## config.mk

```make
export PLATFORM = sky130hd
export DESIGN_NAME = uart_instruction_handler
export DESIGN_NICKNAME = d
export VERILOG_FILES = /design/src/rtl/uart_instruction_handler.sv
export SDC_FILE = /design/constraint.sdc
export NUM_CORES = 1
export LEC_CHECK = 0
export BUFFER_PORTS_ARGS = -buffer_cell sky130_fd_sc_hd__buf_2
export CAP_MARGIN = 20
export CORE_MARGIN = 8
export CORE_UTILIZATION = 55
export CTS_BUF_LIST = sky130_fd_sc_hd__clkbuf_8
export DETAILED_ROUTE_END_ITERATION = 16
export PLACE_DENSITY = 0.74
export SLEW_MARGIN = 20
export SYNTH_ARGS = -nofsm -noshare
export SYNTH_HDL_FRONTEND = slang
export SYNTH_SLANG_ARGS = --single-unit
export TNS_END_PERCENT = 1
```

## constraint.sdc

```tcl
create_clock -name clk -period 5.5 [get_ports clk]
set_input_delay 0.55 -clock clk [delete_from_list [all_inputs] [get_ports clk]]
set_output_delay 0.55 -clock clk [all_outputs]
set_load 0.005 [all_outputs]
```

## src/rtl/uart_instruction_handler.sv

```systemverilog
// UART receiver: assembles one DATA_BITS-wide instruction per 8N1-style frame
// (1 start, DATA_BITS data LSB first, 1 stop) and presents it as a sticky-ready word.
module uart_instruction_handler #(
  parameter int unsigned CLK_FREQ     = 50_000_000,
  parameter int unsigned BAUD_RATE    = 115_200,
  parameter int unsigned CLKS_PER_BIT = CLK_FREQ / BAUD_RATE,
  parameter int unsigned DATA_BITS    = 15
) (
  input  logic                 clk,
  input  logic                 reset,
  input  logic                 rx,
  output logic [DATA_BITS-1:0] instruction_out,
  output logic                 instruction_ready
);

  localparam int unsigned CNT_W = (CLKS_PER_BIT > 1) ? $clog2(CLKS_PER_BIT) : 1;
  localparam int unsigned IDX_W = (DATA_BITS > 1) ? $clog2(DATA_BITS) : 1;
  localparam logic [CNT_W-1:0] BIT_END  = CNT_W'(CLKS_PER_BIT - 1);
  localparam logic [CNT_W-1:0] HALF_END = CNT_W'(CLKS_PER_BIT / 2 - 1);
  localparam logic [IDX_W-1:0] LAST_IDX = IDX_W'(DATA_BITS - 1);

  typedef enum logic [2:0] {
    IDLE      = 3'd0,
    START     = 3'd1,
    DATA      = 3'd2,
    STOP      = 3'd3,
    WAIT_IDLE = 3'd4
  } state_t;

  state_t               state, state_n;
  logic [CNT_W-1:0]     cnt, cnt_n;
  logic [IDX_W-1:0]     idx, idx_n;
  logic [DATA_BITS-1:0] shreg, shreg_n;
  logic [DATA_BITS-1:0] out_n;
  logic                 ready_n;
  logic                 rx_meta, rx_s;

  // Two-flop synchronizer; idles high so reset never looks like a start bit.
  always_ff @(posedge clk) begin
    if (reset) begin
      rx_meta <= 1'b1;
      rx_s    <= 1'b1;
    end else begin
      rx_meta <= rx;
      rx_s    <= rx_meta;
    end
  end

  always_ff @(posedge clk) begin
    if (reset) begin
      state             <= IDLE;
      cnt               <= '0;
      idx               <= '0;
      shreg             <= '0;
      instruction_out   <= '0;
      instruction_ready <= 1'b0;
    end else begin
      state             <= state_n;
      cnt               <= cnt_n;
      idx               <= idx_n;
      shreg             <= shreg_n;
      instruction_out   <= out_n;
      instruction_ready <= ready_n;
    end
  end

  always_comb begin
    state_n = state;
    cnt_n   = cnt;
    idx_n   = idx;
    shreg_n = shreg;
    out_n   = instruction_out;
    ready_n = instruction_ready;
    unique case (state)
      IDLE: begin
        cnt_n = '0;
        if (!rx_s) state_n = START;
      end
      START: begin
        if (cnt == HALF_END) begin
          cnt_n = '0;
          idx_n = '0;
          if (!rx_s) begin
            ready_n = 1'b0;
            state_n = DATA;
          end else begin
            state_n = IDLE;
          end
        end else begin
          cnt_n = cnt + CNT_W'(1);
        end
      end
      DATA: begin
        if (cnt == BIT_END) begin
          cnt_n        = '0;
          shreg_n[idx] = rx_s;
          if (idx == LAST_IDX) begin
            idx_n   = '0;
            state_n = STOP;
          end else begin
            idx_n = idx + IDX_W'(1);
          end
        end else begin
          cnt_n = cnt + CNT_W'(1);
        end
      end
      STOP: begin
        if (cnt == BIT_END) begin
          cnt_n = '0;
          // A low stop bit is a framing error: the word is dropped.
          if (rx_s) begin
            out_n   = shreg;
            ready_n = 1'b1;
            state_n = IDLE;
          end else begin
            state_n = WAIT_IDLE;
          end
        end else begin
          cnt_n = cnt + CNT_W'(1);
        end
      end
      WAIT_IDLE: begin
        cnt_n = '0;
        if (rx_s) state_n = IDLE;
      end
      default: state_n = IDLE;
    endcase
  end

endmodule

```

; Yosys cells after proc, flatten, opt, wreduce, memory -nomap -nowiden
; Index checks and enable logic that the tools add are counted.
[op_classes]
shifts = 0
bitwise = 0
n_mul = 0
n_mux = 24
reduce_logical = 12
n_lt_le_gt_ge = 2
n_eq_ne = 15
n_addsub = 2
n_div = 0
[ops]
columns = operator, count
row1 = $pmux 9 s3, 1
row2 = $mux 3, 7
row3 = $mux 9, 2
row4 = $ne 2x2->1 const B, 8
row5 = $bwmux 15, 1
row6 = $pmux 3 s5, 1
row7 = $mux 4, 3
row8 = $add 9x1->9 const B, 1
row9 = $eq 9x8->1 const B, 1
row10 = $eq 9x9->1 const B, 1
row11 = $pmux 4 s2, 1
row12 = $eq 3x2->1 const B, 2
row13 = $reduce_and 3->1, 2
row14 = $reduce_and 6->1, 1
row15 = $lt 4x5->1 const B, 1
row16 = $mux 1, 5
row17 = $reduce_and 5->1, 1
row18 = $add 4x1->4 const B, 1
row19 = $demux 1 s4, 1
row20 = $eq 4x4->1 const B, 1
row21 = $ge 4x1->1 const B, 1
row22 = $reduce_bool 2->1, 2
row23 = $reduce_or 2->1, 2
row24 = $eq 3x1->1 const B, 1
row25 = 7 further kinds, 7
[word_totals]
input_bits = 3
mem_bits_ro = 0
ff_bits = 49
memories = 0
latchBits = 0
elab_cells = 63
out_inout_bits = 16
ramBits = 0

; Longest topological paths before layout
[depth]
word_depth = 5
mapped_depth = 9
depth_no_buf = 7

; Least setup slack after synthesis
; OpenSTA, ideal clock, no wires.
[synth_timing]
kind = register to register
startpoint = reg state[2]
endpoint = reg shreg[12]
setup_ns = 0.128
arrival_time_ns = 1.750
setup_slack_ns = 3.623
path_stages_with_launch = 8
path_cell_list = dfxtp_1 buf_6 or3b_4 or3_4 buf_6 nor4_4 mux2i_1 nor2_1
[synth_between]
elab_chain_len = 2
[synth_lines]
columns = element, line
row1 = start: declaration, 30  ; state_t state, state_n;
row2 = start signal: assignment, 58  ; state <= state_n;
row3 = $eq 3x2->1, 74  ; unique case (state)
row4 = $reduce_and 2->1 (no source line), n/a
row5 = end signal: assignment, 61  ; shreg <= shreg_n;
row6 = end: declaration, 33  ; logic [DATA_BITS-1:0] shreg, shreg_n;
; Every way passes these cells.
; A chain may end at the register's enable or synchronous reset.

; Final worst setup path
[layout_timing]
startpoint = reg cnt[0]
endpoint = reg instruction_out[6]
[layout_between]
elab_chain_len = 2
[layout_lines]
columns = element, line
row1 = start: declaration, 31  ; logic [CNT_W-1:0] cnt, cnt_n;
row2 = start signal: assignment, 59  ; cnt <= cnt_n;
row3 = $eq 9x9->1, 108  ; if (cnt == BIT_END) begin
row4 = $reduce_and 3->1 (no source line), n/a
row5 = end signal: assignment, 62  ; instruction_out <= out_n;
row6 = end: declaration, 12  ; output logic [DATA_BITS-1:0] instruction_out,
; Every way passes these cells.

==> flow_summary.ini <==
[routing]
routed_wl_um = 4510
via_count = 1856
drtIter0Drc = 171
ant_nets = 0
post_drt_via_cell_ratio = 5.68
wire_per_inst_um = 13.8
first_pass_iters = 4
remaining_drc_errors = 0

[sta]
rsz0062_at_grt = no
finalSetupViolCount = 0
fmax_mhz = 418
finalHoldViolations = 0
maxSlewHeadroom = 0.280
tns_ns = 0
layout_min_cycle_time_ns = 2.39
skew_ns = 0.00763
worst_pin_slew_ns = 1.05
finalCritPeriodShare = 0.435
maxSlewViolCount = 0

[clock_network]
clockRootBuffer = clkbuf_8
clock-sinks = 49
h-tree-depth = 2
cts_resized = 0
cts_buffer_depth = 2
cts_tree = done
clk_pin_slew_ns = 0.09
postCtsHoldBufs = 0
numCtsBuffers = 5
insertion_delay_ns = 0.30
post-cts-setup-buffers = 0

[cells_and_area]
num_antenna_cells = 0
nets = 282
final_layout_size_suffix_gt1_frac = 0.134
synthToLayoutAreaGrowth_pct = 6.22

[setup_path]
cp-end-kind = register
path_class = reg2reg
required_ns = 5.66
crit_fanout = 16
cp.depth = 6
arrival_ns = 2.55
critPathLaunch = cnt[0]
crit_family = simple AND/OR/NAND/NOR gates
rr_worst_depth = 6
crit_path_max_incr_delay_ns = 0.69
worst_path_max_delay_cell = nand4_1
path_cells = ha_1 -> nand4bb_1 -> nor2_1 -> nand4_1 -> nand2_1 -> a21oi_1
cp-start-kind = register
cp_num_buf_inv = 0
reg2reg_from = cnt[0]

[logic_synthesis]
synth_area_leaders = dfxtp_1 43%, a21oi_1 6.1%, nand2_1 6.1%
synth_fp_nets = 277
yosysSeqAreaShare = 0.428
ys_types = 49
yosys.area.top_type = dfxtp_1
synth_edf_count = 0
synth_warnings = 0
synth_common_cells = 49 x dfxtp_1, 37 x nand2_1, 28 x a21oi_1
async_flop_share = 0
synth_top_area_share = 0.428
synthCells = 271
synth.most_common_cell = dfxtp_1
synth_seq_cells = 49
syn_area_um2 = 2290
syn_area_per_cell_um2 = 8.46
synth_ff_type = dfxtp_1

[worst_hold_path]
min_path_cells = 1
hp-class = reg2reg
hold_path.startpoint = rx_meta

[power]
leakagePower_uw = 0.000832
finalPower_uw = 575
vdd_drop_max_mv = 0.167
power_density_nw_per_um2 = 236

[floorplanning]
core_area_um2 = 4000
rows = 23
dieWidth_um = 80.6
io_pins = 19
die_y_um = 80.6
die_area_um2 = 6490
start_util = 0.573

[placed_design]
io_buffers = 18
place_congestion = 0.898
place_hpwl_um = 3060

[flow_run]
maxCapViolations = 0

[global_routing]
antenna_found_initial = 0
grt.total_usage = 0.150
grt_max_degree = 46
gr-total-overflow = 0
grt_first_pass_wirelength_um = 7850
grt_pass1_vias = 1676

[run_status]
outcome = completed
## layer usage
metal | vias to the layer above | GRT usage | share of wire
met1 | 838 | 0.219 | 0.54
met5 | - | 0 | 0
met2 | 44 | 0.207 | 0.40
met3 | 7 | 0.0335 | 0.052
li1 | 967 | - | -
met4 | 0 | 0.0545 | 0.013
## path summary, 6_finish.rpt
| check | slack (ns) | endpoint |
|---|---|---|
| setup / recovery | 3.11 | instruction_out[6] |
| hold / removal | 0.42 | rx_s |
| setup reg to reg | 3.11 | instruction_out[6] |
| hold reg to reg | 0.42 | rx_s |
## per-stage QoR
stage	hold WS (ns)	setup slack (ns)	util	area [um^2]	std cells
2_1_floorplan	0.389	3.62	-	2290	271
3_3_place_gp	0.395	3.23	0.587	2350	319
3_5_place_dp	0.396	3.14	0.587	2350	319
4_1_cts	0.416	3.13	0.609	2430	327
5_1_grt	0.425	2.91	0.609	2430	327
6_report	0.416	3.11	0.609	2430	327
## registers in the layout, indices dropped and copies added (netlist names)
| name | cells |
|---|---|
| cnt | 9 |
| rx_s | 1 |
| rx_meta | 1 |
| shreg | 15 |
| instruction_ready | 1 |
| idx | 4 |
| instruction_out | 15 |
| state | 3 |
## layout make-up
cell class	instances	area, um^2
Fill cell	360	1570
Multi-Input combinational cell	198	1200
Sequential cell	49	981
Timing Repair Buffer	18	90.1
Clock buffer	5	68.8
Tap cell	50	62.6
Clock inverter	3	18.8
Inverter	4	15.0
## report_power, final
| part | total [uW] | switching [uW] | internal [uW] |
|---|---|---|---|
| combinational | 12.0 | 8.23 | 3.80 |
| sequential | 359 | 3.20 | 356 |
| clock | 204 | 116 | 87.8 |
## cells in the final DEF, fill, tap and decap left out, types with 3 or more instances in the layout
| cell | n |
|---|---|
| mux2i_1 | 10 |
| nand3_1 | 16 |
| nor2b_1 | 6 |
| ha_1 | 3 |
| nand4b_1 | 5 |
| o21ai_0 | 8 |
| nor2_1 | 25 |
| nor3_1 | 4 |
| nand2b_1 | 4 |
| inv_1 | 5 |
| clkbuf_8 | 5 |
| buf_2 | 18 |
| xor2_1 | 3 |
| o31ai_1 | 5 |
| a21oi_1 | 28 |
| o211ai_1 | 4 |
| or2_2 | 5 |
| nand2_1 | 37 |
| dfxtp_1 | 49 |
## cells by family after synthesis
family,share of synthesized area
compound gates,0.162
xor+xnor,0.0153
flops,0.428
simple gates,0.285
mux,0.0437
fa+ha+maj,0.0164
buf+inv,0.0491
## worst register-to-register path: cells and delay by family, from the launching register on
| kind | cells | cell delay, ns |
|---|---|---|
| fa+ha+maj | 1 | 0.18 |
| compound gates | 1 | 0.10 |
| flops | 1 | 0.44 |
| simple gates | 4 | 1.53 |
(Power assumes the default switching activity.)
